<file path="config.mk">
export PLATFORM = sky130hd
export DESIGN_NAME = fetch_ctrl
export DESIGN_NICKNAME = d
export VERILOG_FILES = /design/src/rtl/core_pkg.sv /design/src/rtl/redirect_arb.sv /design/src/rtl/fetch_ctrl.sv
export SDC_FILE = /design/constraint.sdc
export NUM_CORES = 1
export LEC_CHECK = 0
export ABC_AREA = 1
export ABC_CLOCK_PERIOD_IN_PS = 4680
export CAP_MARGIN = 20
export CORE_UTILIZATION = 42
export CTS_CLUSTER_DIAMETER = 120
export DETAILED_ROUTE_END_ITERATION = 12
export PLACE_DENSITY = 0.87
export SLEW_MARGIN = 20
export SYNTH_ARGS = -nofsm -noshare
export SYNTH_HDL_FRONTEND = slang
export SYNTH_SLANG_ARGS = --single-unit
</file>
<file path="constraint.sdc">
create_clock -name clk -period 4.68 [get_ports clk]
set_clock_uncertainty 0.1 [all_clocks]
set_input_delay 0.468 -clock clk [delete_from_list [all_inputs] [get_ports clk]]
set_output_delay 0.468 -clock clk [all_outputs]
set_load 0.005 [all_outputs]
</file>
<file path="src/rtl/core_pkg.sv">
// Shared core-wide types and constants for the fetch sequencing logic.
package core_pkg;

  localparam int XLEN               = 32;
  localparam int FETCH_FLUSH_CYCLES = 2;

  // Numeric order is priority order; SRC_BOOT ranks below every real request.
  typedef enum logic [2:0] {
    SRC_NONE = 3'd0,
    SRC_BOOT = 3'd1,
    SRC_DEC  = 3'd2,
    SRC_MISP = 3'd3,
    SRC_EXC  = 3'd4
  } redir_src_e;

  typedef enum logic [2:0] {
    ST_IDLE,
    ST_REDIR,
    ST_FLUSH,
    ST_RUN,
    ST_HALTED
  } fctrl_state_e;

endpackage

</file>
<file path="src/rtl/redirect_arb.sv">
// Fixed-priority select of the three redirect requesters: exception > mispredict > decode.
module redirect_arb #(
  parameter int XLEN = core_pkg::XLEN
) (
  input  logic                 exc_valid,
  input  logic [XLEN-1:0]      exc_pc,
  input  logic                 misp_valid,
  input  logic [XLEN-1:0]      misp_pc,
  input  logic                 dec_redir_valid,
  input  logic [XLEN-1:0]      dec_redir_pc,
  output logic                 valid,
  output logic [XLEN-1:0]      pc,
  output core_pkg::redir_src_e src
);
  import core_pkg::*;

  always_comb begin
    // NOTE: every output gets a default before the if-chain so no path leaves it unassigned (no latch).
    valid = 1'b0;
    pc    = '0;
    src   = SRC_NONE;
    if (exc_valid) begin
      valid = 1'b1;
      pc    = exc_pc;
      src   = SRC_EXC;
    end else if (misp_valid) begin
      valid = 1'b1;
      pc    = misp_pc;
      src   = SRC_MISP;
    end else if (dec_redir_valid) begin
      valid = 1'b1;
      pc    = dec_redir_pc;
      src   = SRC_DEC;
    end
  end

endmodule

</file>
<file path="src/rtl/fetch_ctrl.sv">
// Fetch-stage sequencer: start/halt/resume, stall merge, redirect arbitration and post-redirect flush window.
module fetch_ctrl #(
  parameter int              XLEN         = core_pkg::XLEN,
  parameter logic [XLEN-1:0] BOOT_PC      = '0,
  parameter int              FLUSH_CYCLES = core_pkg::FETCH_FLUSH_CYCLES
) (
  input  logic                 clk,
  input  logic                 reset,
  input  logic                 start,
  input  logic                 halt_req,
  input  logic                 exc_valid,
  input  logic [XLEN-1:0]      exc_pc,
  input  logic                 misp_valid,
  input  logic [XLEN-1:0]      misp_pc,
  input  logic                 dec_redir_valid,
  input  logic [XLEN-1:0]      dec_redir_pc,
  input  logic                 decode_full,
  output logic                 fetch_en,
  output logic                 stall,
  output logic                 redirect_en,
  output logic [XLEN-1:0]      redirect_pc,
  output logic                 flush_frontend,
  output core_pkg::redir_src_e redirect_src,
  output logic                 halted
);
  import core_pkg::*;

  localparam int CW = $clog2(FLUSH_CYCLES + 1);

  fctrl_state_e    state, next_state;
  logic [CW-1:0]   flush_cnt;
  logic            req_valid;
  logic [XLEN-1:0] req_pc;
  redir_src_e      req_src;
  logic            accept;
  logic            load;
  logic [XLEN-1:0] load_pc;
  redir_src_e      load_src;

  redirect_arb #(.XLEN(XLEN)) u_arb (
    .exc_valid       (exc_valid),
    .exc_pc          (exc_pc),
    .misp_valid      (misp_valid),
    .misp_pc         (misp_pc),
    .dec_redir_valid (dec_redir_valid),
    .dec_redir_pc    (dec_redir_pc),
    .valid           (req_valid),
    .pc              (req_pc),
    .src             (req_src)
  );

  // During a flush only a strictly higher-priority source may restart the redirect.
  assign accept = req_valid && (req_src > redirect_src);
  assign stall  = decode_full && (state == ST_RUN);

  always_comb begin
    next_state = state;
    load       = 1'b0;
    load_pc    = req_pc;
    load_src   = req_src;
    unique case (state)
      ST_IDLE: begin
        if (start) begin
          next_state = ST_REDIR;
          load       = 1'b1;
          load_pc    = BOOT_PC;
          load_src   = SRC_BOOT;
        end
      end
      ST_RUN: begin
        if (exc_valid) begin
          next_state = ST_REDIR;
          load       = 1'b1;
        end else if (halt_req) begin
          next_state = ST_HALTED;
        end else if (req_valid) begin
          next_state = ST_REDIR;
          load       = 1'b1;
        end
      end
      ST_REDIR: next_state = ST_FLUSH;
      ST_FLUSH: begin
        if (accept && req_src == SRC_EXC) begin
          next_state = ST_REDIR;
          load       = 1'b1;
        end else if (halt_req) begin
          next_state = ST_HALTED;
        end else if (accept) begin
          next_state = ST_REDIR;
          load       = 1'b1;
        end else if (flush_cnt <= CW'(1)) begin
          next_state = ST_RUN;
        end
      end
      ST_HALTED: begin
        if (exc_valid) begin
          next_state = ST_REDIR;
          load       = 1'b1;
        end else if (start) begin
          next_state = ST_RUN;
        end
      end
      default: next_state = ST_IDLE;
    endcase
  end

  // Outputs are registered from next_state so they line up with the state they describe.
  always_ff @(posedge clk) begin
    // NOTE: sequential state uses non-blocking assignments so every flop samples pre-edge values.
    if (reset) begin
      state          <= ST_IDLE;
      flush_cnt      <= '0;
      fetch_en       <= 1'b0;
      redirect_en    <= 1'b0;
      flush_frontend <= 1'b0;
      redirect_pc    <= '0;
      redirect_src   <= SRC_NONE;
      halted         <= 1'b0;
    end else begin
      state          <= next_state;
      fetch_en       <= (next_state == ST_RUN);
      redirect_en    <= (next_state == ST_REDIR);
      flush_frontend <= (next_state == ST_REDIR);
      halted         <= (next_state == ST_HALTED);
      if (state == ST_REDIR) begin
        flush_cnt <= CW'(FLUSH_CYCLES);
      end else if (flush_cnt != '0) begin
        flush_cnt <= flush_cnt - CW'(1);
      end
      if (load) begin
        redirect_pc  <= load_pc;
        redirect_src <= load_src;
      end
    end
  end

endmodule

</file>
==> flow_summary.yaml <==
outcome:
  status: "finished clean"
clocking:
  worstSkewPairLatency_ns: 0.29
  cts.sinks: 43
  ctsHoldBuffers: 0
  htreeDepth: 2
  cts_tree: "built"
  cts.repair.resized: 0
  clk_pin_slew_ns: 0.08
  cts_setup_buffers: 0
  cts_buffers: 5
  root_buffer: "clkbuf_8"
  cts_buffer_depth: 2
worst_setup_path:
  critical_path_required_ns: 4.75
  crit_fanout: 70
  start_kind: "input pin"
  worstSetupPathType: "in2reg"
  crit_start: "exc_valid"
  slowest_delay_ns: 0.58
  r2r_start: "state[1]$_SDFF_PP0_"
  timing.critical_path.mode_cell: "nand2_1"
  worstPathArrival_ns: 2.49
  path_cells: "buf_2 -> ha_1 -> nand4_1 -> nand2_1 -> inv_1 -> nand2_1 -> nand2_1 -> nand2_1 -> nand2_4 -> nand2_8 -> o21ai_1 -> nor2_1"
  worstSetupEndpointType: "register"
  cp_slowest_cell: "buf_2"
sta:
  slew_headroom_pct: 48.9
  slew_violations: 0
  hold-worst-slack_ns: 0.320
  finalSetupTns_ns: 0
  min_period_ns: 2.42
  finalSetupViolations: 0
  hold_viol: 0
  min_period_over_period_pct: 51.6
  rsz0062_at_grt: "false"
  timing.fmax_mhz: 414
  tightestPinTransition_ns: 0.766
global_routing:
  grt_pass1_vias: 2806
  grt_max_degree: 71
  antenna_found_initial: 0
  grtUsageTotal_pct: 24.3
  grt.overflow.total: 0
  grt_first_pass_wirelength_mm: 12.3
yosys:
  yosysSeqAreaShare_pct: 33.8
  ys_warn_count: 0
  netlist_area_sq_um: 2540
  synth.area.top_cells: "dfxtp_1 (34%), nand2_1 (18%), a22oi_1 (9.4%)"
  synth_nets: 503
  avgSynthCellArea_sq_um: 6.41
  yosysUniqueCellTypes: 25
  synthCells: 397
  synth_seq_cells: 43
  yosysTopAreaCell: "dfxtp_1"
  synth_top_area_share_pct: 33.8
placed_design:
  placedCellCount: 586
  routabilityCongestion: 0.886
  io_buffers: 143
  dp_hpwl_mm: 5.60
layout:
  utilization_pct: 70.6
  nFillCells: 499
  nNetsFinal: 627
  area_growth_pct: 57.4
  diodes: 0
  seq_area_sq_um: 861
  layout-drive-gt1-share_pct: 4.02
  multi_input_area_sq_um: 1420
  instances_no_fill: 594
routing:
  wl_per_cell_um: 13.3
  vias_per_cell: 5.18
  wl_mm: 7.89
  vias: 3076
  drt-initial-drc-count: 106
  drc: 0
  drt_pass1_iterations: 6
  ant_nets: 0
power_and_ir_drop:
  power.density_nw_per_um2: 270
  power_w: 0.00108
  max-vdd-ir-drop_uv: 210
  p_leak_nw: 1.66
die:
  num_rows: 27
  die-area_sq_um: 6370
  io_pins: 144
  fp.dieH_um: 79.8
  start_util_pct: 44.8
  core_area_sq_um: 5680
  dieWidth_um: 79.8
hold_path:
  min_path_type: "reg2reg"
  hp-start: "flush_cnt[0]$_SDFFE_PP0P_"
job:
  maxCapViolCount: 0
## path summary, 6_finish.rpt
kind	endpoint	slack, ns	cells after the start
worst min register to register	flush_cnt[0]$_SDFFE_PP0P_	0.32	1
worst max register to register	redirect_pc[19]$_SDFFE_PP0P_	2.34	10
worst min-delay path	flush_cnt[0]$_SDFFE_PP0P_	0.32	1
worst max-delay path	redirect_pc[19]$_SDFFE_PP0P_	2.26	12
## flip-flops by register name (all words and copies together) (netlist names)
signal	count
flush_cnt	2
fetch_en	1
state	3
redirect_src	3
halted	1
redirect_pc	32
flush_frontend	1
## through the flow
| stage | setup WS [ns] | area [sq um] |
|---|---|---|
| 2_1_floorplan | 2.52 | 2540 |
| 3_3_place_gp | 2.01 | 3920 |
| 3_5_place_dp | 1.97 | 3920 |
| 4_1_cts | 2.27 | 4010 |
| 5_1_grt | 2.02 | 4010 |
| 6_report | 2.26 | 4010 |
## per-layer routing
layer / up-vias / GRT usage, % / share of wire, %
met1: 1387 / 27.1 / 40
li1: 1552 / - / -
met3: 12 / 5.37 / 7.3
met5: - / 0 / 0
met4: 0 / 8.57 / 1.4
met2: 125 / 44.8 / 51
## Yosys cell counts, drive strengths merged
library cell,number
a21oi,5
a22oi,32
a31oi,1
buf,14
clkbuf,16
dfxtp,43
ha,2
inv,25
nand2,123
nand3,6
nand4,3
nor2,53
nor3,4
nor4,1
o211ai,1
o21ai,68
## power breakdown
group	internal (W)	switching [W]	total (W)
Combinational	0.000225	0.000189	0.000414
Clock	0.000102	0.000125	0.000227
Sequential	0.000413	0.0000282	0.000441
## worst max-delay path: cells and delay by family
family                   cells  cell delay, ns
buffers and inverters        2            0.63
AO/OA/AOI/OAI                1            0.23
adder cells (fa/ha/maj)      1            0.38
AND/OR/NAND/NOR              8            0.77
## cell usage in the layout (no fill, tap or decap), types with 6 or more instances in the layout
cell             netlist  routed
clkdlybuf4s50_1        0     142
nand2_1              119     119
nor2_1                52      51
dfxtp_1               43      43
o21ai_0               34      34
o21ai_1               34      34
a22oi_1               32      32
inv_1                 23      23
nand3_1                6       6
## final cells by class
class,count,share of cell area [%]
Timing Repair Buffer,147,36.4
Multi-Input combinational cell,299,35.4
Sequential cell,43,21.5
Inverter,25,2.40
Tap cell,72,2.25
Clock buffer,5,1.72
Clock inverter,3,0.375
## cells by family (layout without fill, tap and decap cells)
kind of cell	Yosys count	count (layout)	share of synthesized area (%)
adders and majority gates	2	2	0.983
DFF	43	43	33.8
buffers and inverters	55	180	10.5
AOI/OAI and AO/OA	107	107	24.3
and+or+nand+nor	190	190	30.3
(Power assumes the default switching activity.)
